<file path="src/rtl/regfile_mp_sb.sv">
// Two-read/one-write register file with byte enables, an optional hardwired zero
// register and a per-register pending-write scoreboard. Define REGFILE_BYPASS_EN for write-to-read bypass.
module regfile_mp_sb #(
  parameter int DATA_W   = 32,
  parameter int DEPTH    = 32,
  parameter int ADDR_W   = $clog2(DEPTH),
  parameter int ZERO_REG = 1
) (
  input  logic                clk,
  input  logic                rst_n,
  input  logic [ADDR_W-1:0]   rd_addr_a,
  output logic [DATA_W-1:0]   rd_data_a,
  output logic                rd_busy_a,
  input  logic [ADDR_W-1:0]   rd_addr_b,
  output logic [DATA_W-1:0]   rd_data_b,
  output logic                rd_busy_b,
  input  logic                wr_en,
  input  logic [ADDR_W-1:0]   wr_addr,
  input  logic [DATA_W-1:0]   wr_data,
  input  logic [DATA_W/8-1:0] wr_be,
  input  logic                pend_set,
  input  logic [ADDR_W-1:0]   pend_addr,
  output logic [DEPTH-1:0]    pend_vec
);

  localparam int NBYTES = DATA_W / 8;

  logic [DATA_W-1:0] regs_q [DEPTH];
  logic [DATA_W-1:0] regs_d [DEPTH];
  logic [DEPTH-1:0]  pend_q;
  logic [DEPTH-1:0]  pend_d;
  logic [DATA_W-1:0] wr_merged;
  logic              wr_ok;
  logic              set_ok;

  function automatic logic is_zero(input logic [ADDR_W-1:0] addr);
    return (ZERO_REG != 0) && (addr == '0);
  endfunction

  // Write value: new lanes where enabled, current register contents elsewhere.
  always_comb begin
    wr_merged = regs_q[wr_addr];
    for (int unsigned i = 0; i < NBYTES; i++) begin
      if (wr_be[i]) begin
        wr_merged[8*i +: 8] = wr_data[8*i +: 8];
      end
    end
  end

  assign wr_ok  = wr_en && !is_zero(wr_addr);
  assign set_ok = pend_set && !is_zero(pend_addr);

  // A write retires the pending flag even with no lanes enabled; a same-address set wins.
  always_comb begin
    regs_d = regs_q;
    pend_d = pend_q;
    if (wr_ok) begin
      regs_d[wr_addr] = wr_merged;
      pend_d[wr_addr] = 1'b0;
    end
    if (set_ok) begin
      pend_d[pend_addr] = 1'b1;
    end
  end

  always_ff @(posedge clk) begin
    if (!rst_n) begin
      regs_q <= '{default: '0};
      pend_q <= '0;
    end else begin
      regs_q <= regs_d;
      pend_q <= pend_d;
    end
  end

  assign pend_vec = pend_q;

  always_comb begin
    rd_data_a = regs_q[rd_addr_a];
    rd_busy_a = pend_q[rd_addr_a];
    rd_data_b = regs_q[rd_addr_b];
    rd_busy_b = pend_q[rd_addr_b];
`ifdef REGFILE_BYPASS_EN
    // Bypassed busy reflects only a set landing on the same edge as the write.
    if (wr_en && (rd_addr_a == wr_addr)) begin
      rd_data_a = wr_merged;
      rd_busy_a = pend_set && (pend_addr == rd_addr_a);
    end
    if (wr_en && (rd_addr_b == wr_addr)) begin
      rd_data_b = wr_merged;
      rd_busy_b = pend_set && (pend_addr == rd_addr_b);
    end
`endif
    if (is_zero(rd_addr_a)) begin
      rd_data_a = '0;
      rd_busy_a = 1'b0;
    end
    if (is_zero(rd_addr_b)) begin
      rd_data_b = '0;
      rd_busy_b = 1'b0;
    end
  end

endmodule

</file>
<file path="config.mk">
export PLATFORM = sky130hd
export DESIGN_NAME = regfile_mp_sb
export DESIGN_NICKNAME = d
export VERILOG_FILES = /design/src/rtl/regfile_mp_sb.sv
export SDC_FILE = /design/constraint.sdc
export NUM_CORES = 2
export LEC_CHECK = 0
export BUFFER_PORTS_ARGS = -buffer_cell sky130_fd_sc_hd__buf_2
export CORE_UTILIZATION = 25
export DETAILED_ROUTE_END_ITERATION = 16
export PLACE_DENSITY = 0.46
export RECOVER_POWER = 50
export SLEW_MARGIN = 0
export SYNTH_ARGS = -nofsm -noshare
export SYNTH_HDL_FRONTEND = slang
export SYNTH_SLANG_ARGS = --single-unit
</file>
<file path="constraint.sdc">
create_clock -name clk -period 7.5 [get_ports clk]
set_input_delay 0.75 -clock clk [delete_from_list [all_inputs] [get_ports clk]]
set_output_delay 0.75 -clock clk [all_outputs]
set_load 0.01 [all_outputs]
</file>
* After elaboration in Yosys (flattened, before gate mapping) *
Cells that the tools add are included.

storage, ports and cells
  bits in registers = 1056
  bits in latches = 0
  bits in writable memories = 0
  memory bits (read-only) = 0
  input bits = 60
  output and inout bits = 98
  memories kept = 0

cells by class
  $add $sub $neg = 0
  multiply operators = 0
  divide/modulo/power cells = 0
  $lt $le $gt $ge = 10
  eq/ne operators = 0
  shifts and indexed selects = 0
  multiplexer cells = 30
  bitwise logic cells = 6
  reductions and logical operators = 11

operators by type and width
  cell                                                                                  number
  1024-bit bitwise mux                                                                  1
  32-bit binary-select mux with 5-bit select                                            3
  32-bit two-way mux                                                                    11
  32-bit demux with 5-bit select                                                        1
  32-bit AND                                                                            1
  8-bit two-way mux                                                                     4
  32-bit NOT                                                                            1
  32-bit bitwise OR                                                                     1
  5-bit by 6-bit less-than comparator with 1-bit output (second input constant)         4
  5-bit logical NOT                                                                     4
  6-bit greater-or-equal comparator (second input constant)                             3
  5-bit NOT with 6-bit output                                                           3
  1-bit binary-select mux with 5-bit select                                             2
  1-bit demux with 5-bit select                                                         2
  5-bit by 1-bit greater-or-equal comparator with 1-bit output (second input constant)  2
  6-bit by 1-bit less-than comparator with 1-bit output (second input constant)         1
  1-bit two-way mux                                                                     6
  1-bit logical AND                                                                     5
  1-bit logical NOT                                                                     2

* Longest topological paths before layout *
  word-level depth = 9
  gate-level depth with buffers = 14
  mapped depth without buffers = 6

* Worst setup path after synthesis *
Ideal clock, no wire load.

  path type = input to output
  start point = input rd_addr_b[0]
  end point = output rd_data_b[23]
  data arrival time = 2.915 ns
  required time = 6.750 ns
  path slack = 3.835 ns
  stages = 7
  path through = clkbuf_1 > buf_2 > buf_1 > mux4_2 > mux4_2 > nand2_1 > o21ai_0

on the way
  longest elaborated chain between the ends = 5
  elaborated cells on any way between the ends = 6

ends and longest elaborated chain
  item                                                    RTL line  RTL
  start: declaration                                      14        input logic [ADDR_W-1:0] rd_addr_b,
  5-bit NOT with 6-bit output (implied by the code)       81        rd_data_b = regs_q[rd_addr_b];
  32-bit binary-select mux with 5-bit select              81
  32-bit two-way mux (implied by the code) (2 in series)  81
  32-bit two-way mux *                                    98        if (is_zero(rd_addr_b)) begin
  end: declaration                                        15        output logic [DATA_W-1:0] rd_data_b,

Every way passes the cells marked *; elsewhere a longest branch is shown, timed or not. The select of a mux whose other input is x is not followed.

* Worst setup path in the final report *
  start point = input wr_addr[2]
  end point = register regs_q[960] (netlist name)

on the way
  longest elaborated chain between the ends = 6
  elaborated cells on any way between the ends = 14

ends and longest elaborated chain
  item                                                                                  RTL line  RTL
  start: declaration                                                                    18        input logic [ADDR_W-1:0] wr_addr,
  5-bit NOT with 6-bit output (implied by the code)                                     42, 58
  6-bit greater-or-equal comparator (implied by the code) (tied with other cells)       58        regs_d[wr_addr] = wr_merged;
  1-bit logical AND (implied by the code) / 32-bit two-way mux (equally long branches)  58, 42
  32-bit two-way mux, on equally long branches                                          58, 42
  32-bit demux with 5-bit select / 8-bit two-way mux (equally long branches)            58, 44
  1024-bit bitwise mux                                                                  58
  end signal: assignment                                                                71        regs_q <= regs_d;
  end: declaration                                                                      28        logic [DATA_W-1:0] regs_q [DEPTH];

Several ways; a longest one is shown, not always the timed one. The select of a mux whose other input is x is not followed.
A chain may end at the register's enable or synchronous reset.

==> results.cfg <==
[grt]
wire_length_of_the_first_global_routing_pass_um = 362000
track_usage_pct = 20.8
first_global_vias = 47300
grt.overflow.total = 0
grt_util_met1_pct = 29.2
antenna_found_initial = 18
largest_net_degree_at_the_start_of_global_routing = 156
met2_track_utilization_from_global_routing_pct = 31.8
globalRoute.busiestLayer = met2
met3_usage_pct = 3.80

[hold_path]
hold-path-cell-count = 3
worstHoldEndpoint = pend_vec[27]$_SDFF_PN0_
hold_start = pend_addr[1]
worstHoldPathType = input pin to flip-flop

[synth]
post_synthesis_cell_type_with_the_largest_combined_area = sky130_fd_sc_hd__dfxtp_1
synth_warnings = 0
synth_seq_cells = 1056
synthDistinctLibCells = 61
seq_area_frac_synth_pct = 35.5
synth.cells.most_frequent = sky130_fd_sc_hd__dfxtp_1 (1056), sky130_fd_sc_hd__o21ai_0 (994), sky130_fd_sc_hd__nand3_1 (981), sky130_fd_sc_hd__mux4_2 (764), sky130_fd_sc_hd__clkbuf_1 (490)
yosys.area.top_type_share_pct = 35.5
post_synth.cell_area_avg_um2 = 10.4
synth-async-reset-ratio_pct = 0
yosys.cell_count.top_type = sky130_fd_sc_hd__dfxtp_1
synth.top_cells.by_area = sky130_fd_sc_hd__dfxtp_1 (36%), sky130_fd_sc_hd__mux4_2 (29%), sky130_fd_sc_hd__o21ai_0 (8.4%), sky130_fd_sc_hd__nand3_1 (8.2%), sky130_fd_sc_hd__mux2i_1 (5.1%)
synth_fp_nets = 5766
number_of_enable_type_register_cells_in_the_synthesized_netlist = 0
synth_cells = 5706
area_of_the_mapped_netlist_um2 = 59500
synth-main-ff-cell = sky130_fd_sc_hd__dfxtp_1

[clock_tree]
tritoncts = built
insertion_delay_ns = 0.76
cts-buffers-inserted = 114
cts.path.max_buffers = 3
worst_setup_hold_path_clk_slew_ns = 0.06
postCtsSetupRepairBufs = 0
buffer_cell_driving_the_clock_tree_root = sky130_fd_sc_hd__clkbuf_16
cts_repair_resize_count = 0
cts-hold-fix-buffers = 0
cts_htree_levels = 3
cts.sinks = 1056

[placed_design]
post-place-cells = 8442
port_buffers = 157
finalWeightedCongestion = 0.821
dpl_cell_area_um2 = 63000
dp_hpwl_um = 153000
pre_cts_ws_ns = 2.74

[timing]
setup_total_negative_slack_ns = 0
worst_slack_ns = 1.30
timing.final.crit_share_pct = 82.7
tightest_slew_ns = 3.97
grt_setup_unrepaired = no
setup_viol = 0
clock.fmax_ghz = 0.161
hold_violations = 0
min_period_ns = 6.20
slew_viol_final = 1178
final.setup_skew_ns = 0.0261
max_slew_margin_pct = -165

[floorplanning]
die_y_um = 490
ioPinCount = 158
initial_utilization_pct = 25.2
core_region_area_um2 = 236000
die_w_um = 490
total_die_area_um2 = 240000
placement_rows = 178

[layout]
drive_gt1_share_pct = 22.1
syn_to_final_growth_pct = 11.8
nets = 5468
finalInstanceArea_um2 = 66500
finalNonFillerCells = 8659

[detailed_routing]
dr_total_vias = 49800
drt_drc_violations_left = 0
drtPass1Iterations = 5
routed_wirelength_um = 257000
routedWlPerCell_um = 29.7
dr.first_iter.drc_count = 6038
routed_vias_inst = 5.76
antenna_left = 0

[power]
power_density_nw_per_um2 = 196
peakVddDrop_v = 0.000189
pwr-share-seq_pct = 43.5
net-switching-power_mw = 3.48
sw_share_pct = 26.6
int_pwr_mw = 9.59
p_clk_share_pct = 47.1
static-leakage-power_nw = 21.7
comb_power_share_pct = 9.4

[critical_path]
worstPathBufferInverterCount = 4
capturing_point_of_the_worst_reg2reg_path = regs_q[7]$_SDFFE_PN0P_
critical-path-slowest-cell = sky130_fd_sc_hd__nor3_1
worstRegToRegCells = 5
setup.reg_to_reg.worst_slack_ns = 3.90
worst_setup_path_start_kind = input pin
path_common_cell = sky130_fd_sc_hd__clkbuf_1
worstReg2RegStart = regs_q[775]$_SDFFE_PN0P_
worst-endpoint-arrival_ns = 6.76
timing.critical_path.fanout_max = 41
timing.critical_path.required_ns = 8.06
critical_path.cell_chain = clkbuf_1, buf_4, nor3_1, clkbuf_1, nand2_4, clkbuf_2, nand3_1, o21ai_0
worst_setup_path_end_kind = flip-flop
critical-path-top-delay-family = buffers and inverters
timing_worst_setup_path_type = input pin to flip-flop
critical-path-max-stage-delay_ns = 1.56

[run_status]
status = complete, but fails checks
violations_in_the_final_reports = capacitance limit, slew limit

[run]
max_cap_viol_count = 30
==> placed cells by master, fill, tap and decap left out, types with 9 or more instances in the layout <==
| cell type | count |
|---|---|
| sky130_fd_sc_hd__a21boi_0 | 9 |
| sky130_fd_sc_hd__a22o_1 | 14 |
| sky130_fd_sc_hd__a22oi_1 | 96 |
| sky130_fd_sc_hd__and2_0 | 49 |
| sky130_fd_sc_hd__and2_1 | 37 |
| sky130_fd_sc_hd__and3_1 | 9 |
| sky130_fd_sc_hd__buf_12 | 22 |
| sky130_fd_sc_hd__buf_2 | 113 |
| sky130_fd_sc_hd__buf_4 | 80 |
| sky130_fd_sc_hd__bufinv_16 | 13 |
| sky130_fd_sc_hd__clkbuf_1 | 88 |
| sky130_fd_sc_hd__clkbuf_16 | 119 |
| sky130_fd_sc_hd__clkbuf_8 | 26 |
| sky130_fd_sc_hd__clkinv_2 | 18 |
| sky130_fd_sc_hd__dfxtp_1 | 1056 |
| sky130_fd_sc_hd__inv_1 | 77 |
| sky130_fd_sc_hd__mux2i_1 | 302 |
| sky130_fd_sc_hd__mux4_2 | 764 |
| sky130_fd_sc_hd__nand2_1 | 206 |
| sky130_fd_sc_hd__nand2_4 | 17 |
| sky130_fd_sc_hd__nand2b_1 | 26 |
| sky130_fd_sc_hd__nand3_1 | 981 |
| sky130_fd_sc_hd__nand4_1 | 28 |
| sky130_fd_sc_hd__nor2_1 | 36 |
| sky130_fd_sc_hd__nor2b_1 | 38 |
| sky130_fd_sc_hd__nor3_1 | 11 |
| sky130_fd_sc_hd__nor4_1 | 20 |
| sky130_fd_sc_hd__o21ai_0 | 1020 |
| sky130_fd_sc_hd__o21bai_1 | 10 |
| sky130_fd_sc_hd__o22ai_1 | 70 |
| sky130_fd_sc_hd__o31ai_1 | 50 |
==> area by class of cell <==
cell class	instances	area (um2)
well taps	3150	3940
fillers	24600	169000
clock buffers	172	3430
inverters	77	289
repair buffers	287	1970
multi-input cells	3872	35200
diodes	6	15.0
flip-flops and latches	1056	21100
clock inverters	39	549
==> registers in the layout, indices dropped and copies added (netlist names) <==
register and count:
regs_q 1024, pend_vec 32
==> power by group through the flow <==
stage,clock network (mW),logic (mW),registers [mW]
after floorplan,0,0.766,5.79
after global placement,0,1.23,5.80
after detailed placement,0,1.23,5.80
after CTS,6.24,1.23,5.68
after global routing,6.46,1.27,5.68
final,6.16,1.23,5.68
==> metrics by stage <==
stage | power, mW | hold WS (ns) | util (%)
global route | 13.4 | 0.410 | 28.2
CTS | 13.1 | 0.368 | 28.4
global placement | 7.03 | 0.475 | 26.7
floorplan | 6.56 | 0.461 | -
finish | 13.1 | 0.424 | 28.2
detailed placement | 7.04 | 0.488 | 26.7
==> routing by layer <==
metal / wire [um] / vias to the layer above
li1: - / 21400
met1: 112000 / 25700
met2: 113000 / 2376
met3: 22300 / 432
met4: 9470 / 10
met5: 62 / -
==> cell families (layout without fill, tap and decap cells) <==
logic type             after synthesis  after routing  synth area share, %
flip-flops                        1056           1056                 35.5
other                                0              6                    0
buffers and inverters              778            575                 5.41
AO/OA/AOI/OAI                     1308           1308                 12.3
AND/OR/NAND/NOR                   1496           1496                 12.7
multiplexers                      1068           1068                 34.0
==> worst min-delay path, cell delays in order <==
cell and delay, ns:
sky130_fd_sc_hd__buf_2 0.17, sky130_fd_sc_hd__a32oi_1 0.11, sky130_fd_sc_hd__nor2b_1 0.10
==> worst max path at each step <==
| stage | start | end | slack, ns | depth (start not counted) |
|---|---|---|---|---|
| 2_1_floorplan | rd_addr_b[0] | rd_data_b[23] | 3.84 | 7 |
| 3_3_place_gp | rd_addr_a[0] | rd_data_a[27] | 2.74 | 7 |
| 3_5_place_dp | rd_addr_a[0] | rd_data_a[27] | 2.74 | 7 |
| 4_1_cts | rd_addr_a[0] | rd_data_a[27] | 2.75 | 7 |
| 5_1_grt | wr_addr[2] | regs_q[990]$_SDFFE_PN0P_ | 1.36 | 8 |
| 6_report | wr_addr[2] | regs_q[960]$_SDFFE_PN0P_ | 1.30 | 8 |
(Power assumes the default switching activity.)
